**config.mk**
```make
export PLATFORM = sky130hd
export DESIGN_NAME = ahblite_busmatrix_inputstage
export DESIGN_NICKNAME = d
export VERILOG_FILES = /design/src/rtl/ahblite_busmatrix_inputstage.sv
export SDC_FILE = /design/constraint.sdc
export NUM_CORES = 1
export LEC_CHECK = 0
export BUFFER_PORTS_ARGS = -buffer_cell sky130_fd_sc_hd__buf_2
export CAP_MARGIN = 5
export CORE_MARGIN = 8
export CORE_UTILIZATION = 47
export DETAILED_ROUTE_END_ITERATION = 7
export HOLD_SLACK_MARGIN = 0.15
export PLACE_DENSITY = 0.84
export SYNTH_ARGS = -nofsm -noshare
export SYNTH_HDL_FRONTEND = slang
export SYNTH_SLANG_ARGS = --single-unit
```
**constraint.sdc**
```tcl
create_clock -name HCLK -period 1.8 [get_ports HCLK]
set_input_delay 0.36 -clock HCLK [delete_from_list [all_inputs] [get_ports HCLK]]
set_output_delay 0.36 -clock HCLK [all_outputs]
set_load 0.05 [all_outputs]
```
**src/rtl/ahblite_busmatrix_inputstage.sv**
```systemverilog
// ---------------------------------------------------------------------------
// ahblite_busmatrix_inputstage
//
// Per-master input stage of the AHB-Lite bus matrix (one per master port).
// When the targeted output stage has not granted this port, the master's
// address phase is captured and the master is stalled until the grant
// arrives. The held (or live) address phase is presented to the output
// stage together with a TRANS_HOLD request. During the data phase the
// slave's HREADYOUT/HRESP are returned to the master.
//
// Ports
//   HCLK, HRESETn        clock, asynchronous active-low reset
//   HSEL..HPROT, HREADY  master-side address phase and bus HREADY
//   HREADYOUT, HRESP     ready / response back to the master
//   HSEL_O..HPROT_O      address phase toward the output stage
//   TRANS_HOLD           transfer request toward the output stage
//   ACTIVE               output stage has granted this port
//   HREADY_O             slave-facing HREADY from the output stage
//   HREADYOUT_S, HRESP_S slave ready / response through the decoder
// ---------------------------------------------------------------------------
module ahblite_busmatrix_inputstage #(
    parameter int ADDR_WIDTH = 32
) (
    input  logic                  HCLK,
    input  logic                  HRESETn,
    input  logic                  HSEL,
    input  logic [ADDR_WIDTH-1:0] HADDR,
    input  logic [1:0]            HTRANS,
    input  logic                  HWRITE,
    input  logic [2:0]            HSIZE,
    input  logic [2:0]            HBURST,
    input  logic [3:0]            HPROT,
    input  logic                  HREADY,
    output logic                  HREADYOUT,
    output logic                  HRESP,
    output logic                  HSEL_O,
    output logic [ADDR_WIDTH-1:0] HADDR_O,
    output logic [1:0]            HTRANS_O,
    output logic                  HWRITE_O,
    output logic [2:0]            HSIZE_O,
    output logic [2:0]            HBURST_O,
    output logic [3:0]            HPROT_O,
    output logic                  TRANS_HOLD,
    input  logic                  ACTIVE,
    input  logic                  HREADY_O,
    input  logic                  HREADYOUT_S,
    input  logic                  HRESP_S
);

    typedef struct packed {
        logic                  sel;
        logic [ADDR_WIDTH-1:0] addr;
        logic [1:0]            trans;
        logic                  write;
        logic [2:0]            size;
        logic [2:0]            burst;
        logic [3:0]            prot;
    } aphase_t;

    aphase_t live_phase;
    aphase_t held_phase;
    aphase_t out_phase;

    logic pend;
    logic dphase;
    logic new_trans;
    logic accept;

    assign live_phase = '{HSEL, HADDR, HTRANS, HWRITE, HSIZE, HBURST, HPROT};

    // HTRANS[1] distinguishes NONSEQ/SEQ from IDLE/BUSY, so IDLE and BUSY
    // never raise a request or a pending hold.
    assign new_trans  = HSEL & HTRANS[1] & HREADY;
    assign TRANS_HOLD = pend | new_trans;
    assign accept     = ACTIVE & HREADY_O & TRANS_HOLD;

    // The master-side HREADY is low whenever pend is set, so the capture
    // register naturally keeps the held phase until the grant arrives.
    // NOTE: sequential state uses non-blocking (<=) so every register
    // samples pre-edge values regardless of statement order.
    always_ff @(posedge HCLK or negedge HRESETn) begin
        if (!HRESETn) begin
            held_phase <= '0;
        end else if (HREADY) begin
            held_phase <= live_phase;
        end
    end

    always_ff @(posedge HCLK or negedge HRESETn) begin
        if (!HRESETn) begin
            pend <= 1'b0;
        end else if (pend & accept) begin
            pend <= 1'b0;
        end else if (new_trans & ~accept) begin
            pend <= 1'b1;
        end
    end

    // dphase records that the address phase just issued on the slave side
    // was a real transfer owned by this port, so the next slave ready and
    // response belong to our master.
    always_ff @(posedge HCLK or negedge HRESETn) begin
        if (!HRESETn) begin
            dphase <= 1'b0;
        end else if (HREADY_O) begin
            dphase <= accept & out_phase.trans[1];
        end
    end

    // NOTE: every output of this always_comb gets a default first so no
    // path through the block can leave a value unassigned (no latches).
    always_comb begin
        out_phase = live_phase;
        HREADYOUT = 1'b1;
        HRESP     = 1'b0;
        if (pend) begin
            out_phase = held_phase;
            HREADYOUT = 1'b0;
        end else if (dphase) begin
            HREADYOUT = HREADYOUT_S;
        end
        // Response is pure pass-through during the data phase, including
        // both cycles of a two-cycle ERROR.
        if (dphase) begin
            HRESP = HRESP_S;
        end
    end

    assign HSEL_O   = out_phase.sel;
    assign HADDR_O  = out_phase.addr;
    assign HTRANS_O = out_phase.trans;
    assign HWRITE_O = out_phase.write;
    assign HSIZE_O  = out_phase.size;
    assign HBURST_O = out_phase.burst;
    assign HPROT_O  = out_phase.prot;

endmodule

```
==> results of run 1 <==
==> placed cells by master, fill, tap and decap left out <==
master and count:
inv_1 3, mux2_4 1, a21oi_2 1, clkbuf_8 6
clkbuf_1 2, dfrtp_1 47, inv_2 1, buf_2 54
o32ai_1 1, buf_12 4, clkbuf_16 3, buf_4 1
dlygate4sd3_1 1, a31oi_2 1, nand2_1 1, buf_8 2
mux2_2 90, buf_6 47, mux2i_4 1, dfrtp_2 1
and2_1 1, a21oi_1 1
==> layer usage <==
layer	global-route usage, %	wire, microns	vias up
met5	0	0	-
met1	15.3	2210	876
met4	4.23	96	0
met3	6.43	401	9
li1	-	-	796
met2	25.9	3410	47
==> flip-flops by register name (all words and copies together), names as in the netlist <==
name	cells
dphase	1
held_phase	46
pend	1
==> critical path: cells and delay by family (launching register included) <==
family   cells  cell delay, ns
flops        1            0.38
mux          1            0.36
buf+inv      3            0.44
==> logic make-up (layout without fill, tap and decap cells) <==
group	count (synthesis)	in the layout
multiplexers	92	92
buffers and inverters	14	124
AO/OA/AOI/OAI	4	4
AND/OR/NAND/NOR	2	2
flip-flops	48	48
==> timing repair <==
item / 4_1_cts / 5_1_grt
buffers inserted: 0 / 1
gates cloned: 0 / 4
gates resized for setup: 53 / 69
hold buffers: 1 / 0
endpoints found under the hold margin: 22 / 0
endpoints found under the setup margin: 40 / 47
pin swaps: 0 / 0
==> final cells by class <==
| cell class | count | area (sq um) |
|---|---|---|
| fillers | 330 | 1300 |
| flip-flops and latches | 48 | 1200 |
| multi-input cells | 98 | 1100 |
| repair buffers | 112 | 1000 |
| clock buffers | 8 | 90.1 |
| well taps | 67 | 83.8 |
| inverters | 4 | 15.0 |
==> cell usage after synthesis <==
cell type	number
mux2i_1	1
and2_1	1
nand2_1	1
buf_4	6
mux2_2	91
a21oi_1	2
o32ai_1	1
a31oi_1	1
dfrtp_1	48
buf_2	4
inv_1	4
==> per-stage QoR <==
| stage | worst slack [ns] | utilization (%) | hold WS (ns) | TNS (ns) | instances |
|---|---|---|---|---|---|
| after floorplan | 0.289 | - | 0.0644 | 0 | 160 |
| after global placement | 0.274 | 61.8 | 0.376 | 0 | 323 |
| after detailed placement | 0.264 | 61.8 | 0.376 | 0 | 323 |
| after CTS | -0.0504 | 67.3 | 0.269 | -0.615 | 332 |
| after global routing | -0.0831 | 72.9 | 0.257 | -2.87 | 337 |
| final | -0.0406 | 72.9 | 0.268 | -0.824 | 337 |
==> power groups by stage <==
stage | Clock [uW] | Sequential, uW | Combinational [uW]
after floorplan | 0 | 1240 | 833
after global placement | 0 | 1250 | 1070
after detailed placement | 0 | 1260 | 1090
after CTS | 670 | 1240 | 1200
after global routing | 717 | 1250 | 1410
final | 643 | 1240 | 1360
==> worst paths after layout <==
kind,slack [ns],endpoint,from,depth (start not counted)
max,-0.04,HADDR_O[13],pend$_DFFE_PN0P_,4
min,0.27,pend$_DFFE_PN0P_,ACTIVE,2
max reg2reg,0.49,dphase$_DFFE_PN0P_,pend$_DFFE_PN0P_,4
min reg2reg,0.51,held_phase[11]$_DFFE_PN0P_,held_phase[11]$_DFFE_PN0P_,1
max in group asynchronous,0.69,held_phase[27]$_DFFE_PN0P_,HRESETn,3
min in group asynchronous,0.58,held_phase[41]$_DFFE_PN0P_,HRESETn,2
==> impl_metrics.tcl, run 1 <==
set metrics [dict create \
    crit_path_frequent_cell "buf_12" \
    drc 0 \
    placed_area_sq_um 2960 \
    die_area_sq_um 7520 \
    synth_nets 213 \
    syn_inst 160 \
    fmax_ghz 0.543 \
    power_density_nw_per_um2 929 \
    synth_top_family_by_area "multiplexers" \
    violations "setup timing" \
    area_growth_pct 48.4 \
    grt_pass1_wl_mm 8.81 \
    vdd_drop_max_v 0.000573 \
    rsz0062_at_grt "yes" \
    fin_skew_ns 0.00611 \
    clockPowerShare_pct 19.8 \
    fin_nets 322 \
    relSlewSlack_pct 63.7 \
    place_congestion 0.745 \
    grt_start_max_net_pins 47 \
    pwr-share-seq_pct 38.2 \
    clk_pin_slew_ns 0.08 \
    hold_viol 0 \
    seq_area_frac_synth_pct 51.1 \
    end_kind "primary output" \
    synthMuxAreaShare_pct 44.0 \
    core_area_sq_um 4790 \
    ant_nets 0 \
    p_comb_share_pct 41.9 \
    period_minus_slack_ns 1.84 \
    netlist-cell-type-count 11 \
    synth-compound-area-share_pct 1.06 \
    totalWireLength_mm 6.11 \
    cts_num_sinks 48 \
    wl_per_cell_microns 18.1 \
    cellLeakagePower_uw 0.00159 \
    cts_root_buf "clkbuf_8" \
    die_y_microns 86.7 \
    cpPeakStageDelay_ns 0.38 \
    drt-initial-drc-count 53 \
    ys_warn_count 0 \
    port_buffers 101 \
    vias_per_cell 5.13 \
    synth_area_leaders "dfrtp_1, mux2_2, buf_4, buf_2, inv_1" \
    crit_type "reg -> out" \
    gr-total-overflow 0 \
    synth_area_per_cell_sq_um 14.7 \
    start_util_pct 49.1 \
    vias 1728 \
    synth_adder_area_share_pct 0 \
    synth-simple-area-share_pct 0.426 \
    timing.final.crit_share_pct 102 \
    hold_path.class "in -> reg" \
    yosys.area_share.xor_xnor_pct 0 \
    finalSetupViolations 40 \
    p_int_uw 2090 \
    stdcell_area_sq_um 3490 \
    worstPathMaxFanout 8 \
    top_level_ports 102 \
    maxCapViolCount 0 \
    report.power.total_uw 3240 \
    final_layout_size_suffix_gt1_share_pct 78.9 \
    fin_ws_ns -0.0406 \
    worst_skew_pair.late_latency_ns 0.29 \
    n_antenna_cell 0 \
    cts_tree "yes" \
    crit_arrival_ns 1.48 \
    cts_made_buffers 5 \
    grt_pass1_vias 1814 \
    clk_path_buf_depth 2 \
    yosys.area.top_type_share_pct 51.1 \
    maxSlewViolCount 0 \
    syn_area_sq_um 2350 \
    switching_share_pct 35.5 \
    antenna_found_initial 0 \
    outcome "finished, violations left" \
    synth_seq_cells 48 \
    htree_levels 2 \
    tightest_slew_ns 0.544 \
    synth.largest_area_cell "dfrtp_1" \
    place.detailed.hpwl_mm 4.12 \
    cp_slowest_cell "dfrtp_2" \
    grtUsageTotal_pct 14.7 \
    p_sw_uw 1150 \
    worstSetupStartpointType "flip-flop" \
    cp.required_ns 1.44 \
    rows 25 \
    dieWidth_microns 86.7 \
    first_pass_iters 4 \
    path_cells "buf_12 -> buf_12 -> mux2_2 -> buf_6" \
]
No activity file was read; power rests on OpenSTA's default activity.
==> inputs of run 2 (changes only) <==
--- a/config.mk
+++ b/config.mk
@@ -12,6 +12,7 @@
 export DETAILED_ROUTE_END_ITERATION = 7
 export HOLD_SLACK_MARGIN = 0.15
 export PLACE_DENSITY = 0.84
+export SKIP_CTS_REPAIR_TIMING = 1
 export SYNTH_ARGS = -nofsm -noshare
 export SYNTH_HDL_FRONTEND = slang
 export SYNTH_SLANG_ARGS = --single-unit
==> run 2 against run 1 <==
The run still ends with setup timing left. Total power shrank 8.4%. Non-clock buffer count is 5 lower. Clock power about the same. Die area unchanged. Sequential power about the same. Final cell count shrank 1.5%. Wire length shrank 12%.
==> impl_metrics.tcl, run 2 (same netlist as run 1, synthesis figures left out) <==
set metrics [dict create \
    area_growth_pct 30.6 \
    cellLeakagePower_uw 0.00144 \
    vdd_drop_max_v 0.000598 \
    final_layout_size_suffix_gt1_share_pct 77.4 \
    totalWireLength_mm 5.37 \
    drc 0 \
    port_buffers 101 \
    hold_path.class "in -> reg" \
    start_util_pct 49.1 \
    crit_arrival_ns 1.49 \
    outcome "finished, violations left" \
    mostFrequentLayoutCells "buf_2, mux2_2, dfrtp_1, buf_4, clkbuf_8" \
    cts_root_buf "clkbuf_8" \
    cts_tree "yes" \
    worstSetupStartpointType "flip-flop" \
    layout_commonest_cell "buf_2" \
    worst_skew_pair.late_latency_ns 0.29 \
    p_comb_share_pct 36.7 \
    fin_ws_ns -0.0549 \
    htree_levels 2 \
    switching_share_pct 36.6 \
    power_density_nw_per_um2 966 \
    drt-initial-drc-count 29 \
    gr-total-overflow 0 \
    p_int_uw 1880 \
    top_regs "held_phase: 46 flops, dphase: 1 flops, pend: 1 flops" \
    relSlewSlack_pct 63.7 \
    period_minus_slack_ns 1.85 \
    fmax_ghz 0.539 \
    grt_start_max_net_pins 47 \
    place_congestion 0.745 \
    rsz0062_at_grt "yes" \
    timing.final.crit_share_pct 103 \
    largest_register_ffs 46 \
    ant_nets 0 \
    die_y_microns 86.7 \
    grt_pass1_vias 1774 \
    tightest_slew_ns 0.544 \
    p_sw_uw 1090 \
    wl_per_cell_microns 16.2 \
    cp.required_ns 1.44 \
    die_area_sq_um 7520 \
    fillerInstances 391 \
    n_antenna_cell 0 \
    cts_num_sinks 48 \
    place.detailed.hpwl_mm 4.12 \
    pwr-share-seq_pct 41.7 \
    vias 1654 \
    hold_viol 0 \
    fin_skew_ns 0.00453 \
    maxSlewViolCount 0 \
    crit_type "reg -> out" \
    clk_pin_slew_ns 0.09 \
    core_area_sq_um 4790 \
    stdcell_area_sq_um 3070 \
    maxCapViolCount 0 \
    setup_tns_ns -1.17 \
    violations "setup timing" \
    regMostFlops "held_phase" \
    fin_nets 317 \
    end_kind "primary output" \
    clk_path_buf_depth 2 \
    cts_made_buffers 5 \
    top_level_ports 102 \
    vias_per_cell 4.98 \
    worstPathMaxFanout 30 \
    clockPowerShare_pct 21.6 \
    grt_pass1_wl_mm 8.56 \
    finalSetupViolations 39 \
    rows 25 \
    dieWidth_microns 86.7 \
    antenna_found_initial 0 \
    grtUsageTotal_pct 14.2 \
    first_pass_iters 3 \
    placed_area_sq_um 2960 \
]
-- run 2: cell types whose count changed in the layout (fill, tap and decap cells not counted), moves of 2 or more --
| cell | previous run | this run |
|---|---|---|
| buf_8 | 2 | 0 |
| buf_4 | 1 | 8 |
| buf_6 | 47 | 0 |
| buf_2 | 54 | 95 |
| clkbuf_16 | 3 | 0 |
-- run 2: area by class of cell --
cell class	instances	area, sq um	area share [%]
inverter	4	15.0	0.489
tap	67	83.8	2.73
sequential	48	1200	39.2
clock buffer	8	90.1	2.93
multi-input combinational	98	1070	35.0
timing repair buffer	107	606	19.7
-- run 2: per-layer routing --
layer	global-route usage, %	vias up	wire length, microns
met3	6.14	5	388
met4	3.76	0	43
li1	-	784	-
met5	0	-	0
met1	15.0	820	2080
met2	25.1	45	2860
-- run 2: critical path, stage by stage, from the launching register on --
cell     delay [ns]
dfrtp_2        0.40
buf_12         0.21
mux2_2         0.37
buf_2          0.21
-- run 2: final timing paths --
kind | end | slack [ns] | depth (start not counted) | from
worst max-delay path | HADDR_O[13] | -0.05 | 3 | pend$_DFFE_PN0P_
worst min-delay path | pend$_DFFE_PN0P_ | 0.27 | 2 | ACTIVE
worst max register to register | dphase$_DFFE_PN0P_ | 0.60 | 3 | pend$_DFFE_PN0P_
worst min register to register | held_phase[6]$_DFFE_PN0P_ | 0.51 | 1 | held_phase[6]$_DFFE_PN0P_
max in group asynchronous | held_phase[25]$_DFFE_PN0P_ | 0.69 | 3 | HRESETn
min in group asynchronous | held_phase[41]$_DFFE_PN0P_ | 0.58 | 2 | HRESETn
-- run 2: power groups by stage --
stage | clock, uW | sequential (uW) | combinational (uW)
after floorplan | 0 | 1240 | 833
after global placement | 0 | 1250 | 1070
after detailed placement | 0 | 1260 | 1090
after CTS | 670 | 1240 | 1090
after global routing | 717 | 1250 | 1140
final | 642 | 1240 | 1090
-- run 2: stage by stage --
stage	setup slack (ns)	std cells	hold slack [ns]	utilization, %	power (uW)
5_1_grt	-0.108	332	0.255	64.2	3110
2_1_floorplan	0.289	160	0.0644	-	2070
4_1_cts	-0.0694	331	0.0552	63.6	3000
6_report	-0.0549	332	0.275	64.2	2970
3_3_place_gp	0.274	323	0.376	61.8	2330
3_5_place_dp	0.264	323	0.376	61.8	2340
